<file path="src/rtl/cpu_defs.sv">
// Shared definitions for the MIPS core control path: exception codes,
// pipeline stage indices (also the stall/flush bit positions) and FSM states.
package cpu_defs;

    localparam logic [31:0] EXC_VEC   = 32'hBFC00380;
    localparam logic [31:0] ERET_CODE = 32'h0000000E;

    localparam logic [31:0] EXC_NONE = 32'h00000000;
    localparam logic [31:0] EXC_INT  = 32'h00000001;
    localparam logic [31:0] EXC_ADEL = 32'h00000004;
    localparam logic [31:0] EXC_ADES = 32'h00000005;
    localparam logic [31:0] EXC_SYS  = 32'h00000008;
    localparam logic [31:0] EXC_BP   = 32'h00000009;
    localparam logic [31:0] EXC_RI   = 32'h0000000A;
    localparam logic [31:0] EXC_OV   = 32'h0000000C;
    localparam logic [31:0] EXC_ERET = ERET_CODE;

    // Stage indices double as bit positions in the stall/flush vectors.
    localparam int STG_F = 0;
    localparam int STG_D = 1;
    localparam int STG_E = 2;
    localparam int STG_M = 3;
    localparam int STG_W = 4;
    localparam int NSTAGES = 5;

    typedef enum logic [1:0] {
        EXC_IDLE  = 2'd0,
        EXC_DRAIN = 2'd1,
        EXC_REDIR = 2'd2
    } exc_state_e;

    function automatic logic [31:0] exc_target(input logic [31:0] etype,
                                               input logic [31:0] epc,
                                               input logic [31:0] eret_code,
                                               input logic [31:0] vec);
        return (etype == eret_code) ? epc : vec;
    endfunction

endpackage

</file>
<file path="src/rtl/hazard_fwd_sel.sv">
// Priority search of the producer stages for one source register; the
// nearest stage at or beyond FIRST with a matching write wins.
module hazard_fwd_sel #(
    parameter int REG_AW = 5,
    parameter int NSTG   = 3,
    parameter int SELW   = 2,
    parameter int FIRST  = 0
) (
    input  logic [REG_AW-1:0]      src,
    input  logic [NSTG*REG_AW-1:0] wr_reg,
    input  logic [NSTG-1:0]        wr_en,
    output logic [SELW-1:0]        sel
);

    always_comb begin
        sel = '0;
        // Walk far-to-near so the nearest match is the last assignment.
        for (int k = NSTG - 1; k >= 0; k--) begin
            if ((k >= FIRST) && (src != '0) && wr_en[k] &&
                (wr_reg[k*REG_AW +: REG_AW] == src)) begin
                sel = SELW'(k + 1);
            end
        end
    end

endmodule

</file>
<file path="src/rtl/hazard_sb.sv">
// Hazard unit with N-stage forwarding, long-latency register scoreboard and
// an exception-redirect FSM that waits for memory accesses to drain.
module hazard_sb
    import cpu_defs::*;
#(
    parameter int          REG_AW    = 5,
    parameter int          NSTG      = 3,
    parameter int          SELW      = 2,
    parameter logic [31:0] EXC_VEC   = cpu_defs::EXC_VEC,
    parameter logic [31:0] ERET_CODE = cpu_defs::ERET_CODE
) (
    input  logic                   clk,
    input  logic                   resetn,
    input  logic [REG_AW-1:0]      rs_d,
    input  logic [REG_AW-1:0]      rt_d,
    input  logic [REG_AW-1:0]      rs_e,
    input  logic [REG_AW-1:0]      rt_e,
    input  logic [NSTG*REG_AW-1:0] wr_reg,
    input  logic [NSTG-1:0]        wr_en,
    input  logic                   memtoreg_e,
    output logic [SELW-1:0]        fwd_a_d,
    output logic [SELW-1:0]        fwd_b_d,
    output logic [SELW-1:0]        fwd_a_e,
    output logic [SELW-1:0]        fwd_b_e,
    input  logic                   lat_issue,
    input  logic [REG_AW-1:0]      lat_reg,
    input  logic                   lat_done,
    input  logic [REG_AW-1:0]      lat_done_reg,
    output logic                   sb_busy,
    input  logic [31:0]            excepttype,
    input  logic [31:0]            cp0_epc,
    input  logic                   stallreq_if,
    input  logic                   stallreq_mem,
    output logic [4:0]             stall,
    output logic [4:0]             flush,
    output logic [31:0]            newpc,
    output logic                   redirect,
    output exc_state_e             dbg_state
);

    localparam int NREG = 1 << REG_AW;

    // ---------------- forwarding ----------------
    hazard_fwd_sel #(.REG_AW(REG_AW), .NSTG(NSTG), .SELW(SELW), .FIRST(0)) u_fwd_a_d (
        .src(rs_d), .wr_reg(wr_reg), .wr_en(wr_en), .sel(fwd_a_d)
    );
    hazard_fwd_sel #(.REG_AW(REG_AW), .NSTG(NSTG), .SELW(SELW), .FIRST(0)) u_fwd_b_d (
        .src(rt_d), .wr_reg(wr_reg), .wr_en(wr_en), .sel(fwd_b_d)
    );
    hazard_fwd_sel #(.REG_AW(REG_AW), .NSTG(NSTG), .SELW(SELW), .FIRST(1)) u_fwd_a_e (
        .src(rs_e), .wr_reg(wr_reg), .wr_en(wr_en), .sel(fwd_a_e)
    );
    hazard_fwd_sel #(.REG_AW(REG_AW), .NSTG(NSTG), .SELW(SELW), .FIRST(1)) u_fwd_b_e (
        .src(rt_e), .wr_reg(wr_reg), .wr_en(wr_en), .sel(fwd_b_e)
    );

    // ---------------- exception FSM state ----------------
    exc_state_e  state, state_nxt;
    logic [31:0] newpc_nxt;

    assign dbg_state = state;

    // ---------------- scoreboard ----------------
    // Entry 0 tracks HI/LO, since register 0 itself can never be pending.
    logic [NREG-1:0] pending, pending_nxt;

    always_comb begin
        pending_nxt = pending;
        if (state == EXC_REDIR) begin
            pending_nxt = '0;
        end else begin
            if (lat_done)  pending_nxt[lat_done_reg] = 1'b0;
            if (lat_issue) pending_nxt[lat_reg]      = 1'b1;
        end
    end

    always_ff @(posedge clk or negedge resetn) begin
        if (!resetn) pending <= '0;
        else         pending <= pending_nxt;
    end

    assign sb_busy = |pending;

    // ---------------- hazard terms ----------------
    logic [REG_AW-1:0] dst_e;
    logic              lwstall, sbstall, dstall;

    assign dst_e   = wr_reg[0 +: REG_AW];
    assign lwstall = memtoreg_e && (dst_e != '0) && ((dst_e == rs_d) || (dst_e == rt_d));
    assign sbstall = ((rs_d != '0) && pending[rs_d]) || ((rt_d != '0) && pending[rt_d]);
    assign dstall  = lwstall || sbstall;

    // ---------------- exception FSM ----------------
    always_comb begin
        state_nxt = state;
        newpc_nxt = newpc;
        case (state)
            EXC_IDLE: begin
                if (excepttype != EXC_NONE) begin
                    newpc_nxt = exc_target(excepttype, cp0_epc, ERET_CODE, EXC_VEC);
                    state_nxt = stallreq_mem ? EXC_DRAIN : EXC_REDIR;
                end
            end
            EXC_DRAIN: begin
                if (!stallreq_mem) state_nxt = EXC_REDIR;
            end
            EXC_REDIR: state_nxt = EXC_IDLE;
            default:   state_nxt = EXC_IDLE;
        endcase
    end

    always_ff @(posedge clk or negedge resetn) begin
        if (!resetn) begin
            state <= EXC_IDLE;
            newpc <= EXC_VEC;
        end else begin
            state <= state_nxt;
            newpc <= newpc_nxt;
        end
    end

    // ---------------- stall / flush / redirect ----------------
    always_comb begin
        stall    = '0;
        flush    = '0;
        redirect = 1'b0;
        case (state)
            EXC_IDLE: begin
                stall[STG_F] = dstall || stallreq_if || stallreq_mem;
                stall[STG_D] = dstall || stallreq_if || stallreq_mem;
                stall[STG_E] = stallreq_mem;
                stall[STG_M] = stallreq_mem;
                stall[STG_W] = stallreq_mem;
                flush[STG_E] = dstall && !stallreq_mem;
            end
            EXC_DRAIN: stall = '1;
            EXC_REDIR: begin
                flush    = '1;
                redirect = 1'b1;
            end
            default: ;
        endcase
        // Outputs are quiet throughout reset regardless of input activity.
        if (!resetn) begin
            stall    = '0;
            flush    = '0;
            redirect = 1'b0;
        end
    end

endmodule
</file>
<file path="config.mk">
export PLATFORM = sky130hd
export DESIGN_NAME = hazard_sb
export DESIGN_NICKNAME = d
export VERILOG_FILES = /design/src/rtl/cpu_defs.sv /design/src/rtl/hazard_fwd_sel.sv /design/src/rtl/hazard_sb.sv
export SDC_FILE = /design/constraint.sdc
export NUM_CORES = 1
export LEC_CHECK = 0
export CELL_PAD_IN_SITES_DETAIL_PLACEMENT = 1
export CELL_PAD_IN_SITES_GLOBAL_PLACEMENT = 2
export CORE_MARGIN = 8
export CORE_UTILIZATION = 27
export DETAILED_ROUTE_END_ITERATION = 7
export HOLD_SLACK_MARGIN = 0.02
export PLACE_DENSITY = 0.95
export SLEW_MARGIN = 30
export SYNTH_ARGS = -nofsm -noshare
export SYNTH_HDL_FRONTEND = slang
export SYNTH_HIERARCHICAL = 1
export SYNTH_SLANG_ARGS = --single-unit
</file>
<file path="constraint.sdc">
create_clock -name clk -period 2.6 [get_ports clk]
set_input_delay 0.26 -clock clk [delete_from_list [all_inputs] [get_ports clk]]
set_output_delay 0.26 -clock clk [all_outputs]
set_load 0.02 [all_outputs]
</file>
==> flow_summary.ini <==
[run_status]
status = completed

[global_routing]
grt_pass1_wl_um = 30600
grt_remaining_overflow = 0
grt_pass1_vias = 5570
grt_max_degree = 67
antenna_found_initial = 1
grt_use_total_pct = 19.0

[sta]
finalSetupTns_ns = 0
final.setup.worst_slack_ns = 0.0670
rsz0062_at_grt = false
post-route-period-util_pct = 97.4
slew-limit-headroom_pct = 42.4
setup_viol = 0
drv_slew = 0
tightest_slew_ns = 0.865
finalHoldViolations = 0
fin_crit_ns = 2.53
skew_ns = 0.00628
max_freq_mhz = 395

[drt]
drc = 0
ant_nets = 0
routed_wl_um = 20500
vias = 5040
via_per_inst = 5.20
first_iter_violations = 232
drt_first_pass_iters = 4
wire_per_inst_um = 21.2

[clock_tree]
clk_pin_slew_ns = 0.06
hold_buffers = 0
cts_root_buf = clkbuf_16
cts-buffers-inserted = 9
cts_tree = yes
clock_sinks = 66
htreeDepth = 3
cts_buffer_depth = 2
clk_latency_ns = 0.34

[power_and_ir_drop]
internal-power_mw = 2.37
comb_power_share_pct = 26.3
swShare_pct = 27.9
p_sw_uw = 916
pwr_density_cell_nw_per_um2 = 461
power_mw = 3.29
ir_worst_vdd_mv = 0.329
leakage_nw = 2.91
p_clk_share_pct = 39.0
p_seq_share_pct = 34.7

[yosys]
synth_compound_area_share_pct = 15.1
yosysMostFrequentCell = nand2_1
ys_seq_area_share_pct = 37.2
async_flop_share_pct = 100
syn_area_per_cell_um2 = 8.53
synth_edf_count = 0
synth-seq-cells = 66
synth-main-ff-cell = dfrtp_1
synth_common_cells = nand2_1, o21ai_0, dfrtp_1, a21oi_1, xnor2_1
synth_xor_area_share_pct = 11.7
synth_top_family_by_area = simple AND/OR/NAND/NOR gates
ys_types = 49
yosysWarnings = 6
synth_top_area_cell = dfrtp_1
synthTopCellsByArea = dfrtp_1, nand2_1, xnor2_1
yosysTopAreaCellShare_pct = 30.2
synthMuxAreaShare_pct = 7.57
syn_nets = 644
synthSimpleGateAreaFrac_pct = 24.0
synth_adder_area_share_pct = 0
netlist_area_um2 = 4480
syn_inst = 525

[critical_path]
crit_path_end_kind = output pin
critical_path_class = in -> out
critPathBufInv = 4
crit_required_ns = 2.34
cp.arrival_ns = 2.27
worstSetupStartpointType = input port
cpMaxStageDelayCell = clkdlybuf4s50_1
slowest_delay_ns = 0.48
path_cells = clkdlybuf4s50_1 -> buf_4 -> buf_4 -> xnor2_1 -> nand4_1 -> or4_1 -> a21o_1 -> dlygate4sd2_1
r2r_slack_ns = 1.28
critPathTopFamily = buffers and inverters
cpMostUsedCell = buf_4
critPathMaxFanout = 9

[floorplan]
rows = 47
io_pins = 173
die_w_um = 145
dieHeight_um = 145
start_util_pct = 27.3
core_um2 = 16400
die-area_um2 = 21000

[finish]
n_antenna_cell = 0
fin_cells = 970
drive_gt1_share_pct = 16.5
fill_cells = 1919
area_growth_pct = 59.3
nNetsFinal = 864

[place]
portBuffers = 172
dp_hpwl_um = 16200
dp_worst_setup_slack_ns = -0.464
dp_cells = 954
routabilityCongestion = 1.01

[hold_path]
min_path_type = in -> async

[flow_run]
maxCapViolCount = 0
-- state kept, by name, indices dropped and copies added, names as in the netlist --
register,flops
dbg_state,2
newpc,32
pending,32
-- per-stage QoR --
step	hold WS [ns]	instance area, um2	util, %
5_1_grt	0.295	7140	43.5
3_5_place_dp	0.475	6830	41.6
2_1_floorplan	-0.0356	4480	-
6_report	0.228	7140	43.5
4_1_cts	0.236	7140	43.5
3_3_place_gp	0.461	6830	41.6
-- power by group through the flow --
stage,logic [mW],clock network [mW],registers [mW]
finish,0.863,1.28,1.14
global route,0.921,1.36,1.15
CTS,0.869,1.31,1.14
detailed placement,0.864,0,1.16
global placement,0.829,0,1.15
floorplan,0.325,0,1.18
-- routing by layer --
metal  vias to the layer above  share of wire [%]  GRT usage (%)
met4                         2                2.5           7.28
met3                        40                6.1           3.71
li1                       2307                  -              -
met1                      2494                 40           21.8
met5                         -              0.058              0
met2                       197                 51           34.2
-- placed cells by master (no fill, tap or decap), drive strengths merged, types with 3 or more instances in the layout --
cell and count:
clkdlybuf4s50 155, nand2 93, buf 70, o21ai 66, dfrtp 54, a21oi 39, xnor2 38, nor2 28
xor2 22, nor4 20, mux2i 17, nand4 16, clkbuf 14, dfstp 12, nand3 9, dlygate4sd2 9
nor3 9, or4 7, nand3b 6, mux4 6, nor2b 6, a31oi 5, nor3b 4, inv 4
or3b 3, mux2 3, dlymetal6s2s 3, or3 3, or2 3
-- path summary, 6_finish.rpt --
kind	endpoint	depth (start not counted)	startpoint
worst max-delay path	fwd_a_d[0]	8	rs_d[1]
max in group asynchronous	pending[7]	2	resetn
min in group clk	newpc[11]	3	cp0_epc[11]
worst min register to register	newpc[15]	2	newpc[15]
worst max register to register	newpc[4]	3	dbg_state[0]
worst min-delay path	dbg_state[0]	2	resetn
-- cells by family (layout without fill, tap and decap cells) --
logic type             count (synthesis)  count (layout)
AND/OR/NAND/NOR                      216             216
AO/OA/AOI/OAI                        122             122
flip-flops                            66              66
XOR/XNOR                              60              60
buffers and inverters                 35             260
multiplexers                          26              26
-- layout make-up --
class | count | area, um2 | share of cell area [%]
Timing Repair Buffer | 240 | 2230 | 31.2
Sequential cell | 66 | 1670 | 23.4
Inverter | 4 | 15.0 | 0.210
Clock buffer | 11 | 233 | 3.26
Tap cell | 220 | 275 | 3.86
Clock inverter | 5 | 80.1 | 1.12
Multi-Input combinational cell | 424 | 2640 | 37.0
-- worst reg2reg max path: cells and delay by family, from the launching register on --
family                 cells  cell delay, ns
flip-flops                 1            0.44
AO/OA/AOI/OAI              2            0.57
buffers and inverters      1            0.20
-- repair_timing --
item | 4_1_cts | 5_1_grt
pin swaps | 0 | 0
gates resized for setup | 20 | 11
buffers inserted | 0 | 0
endpoints found under the setup margin | 11 | 6
No activity file was read; power rests on OpenSTA's default activity.
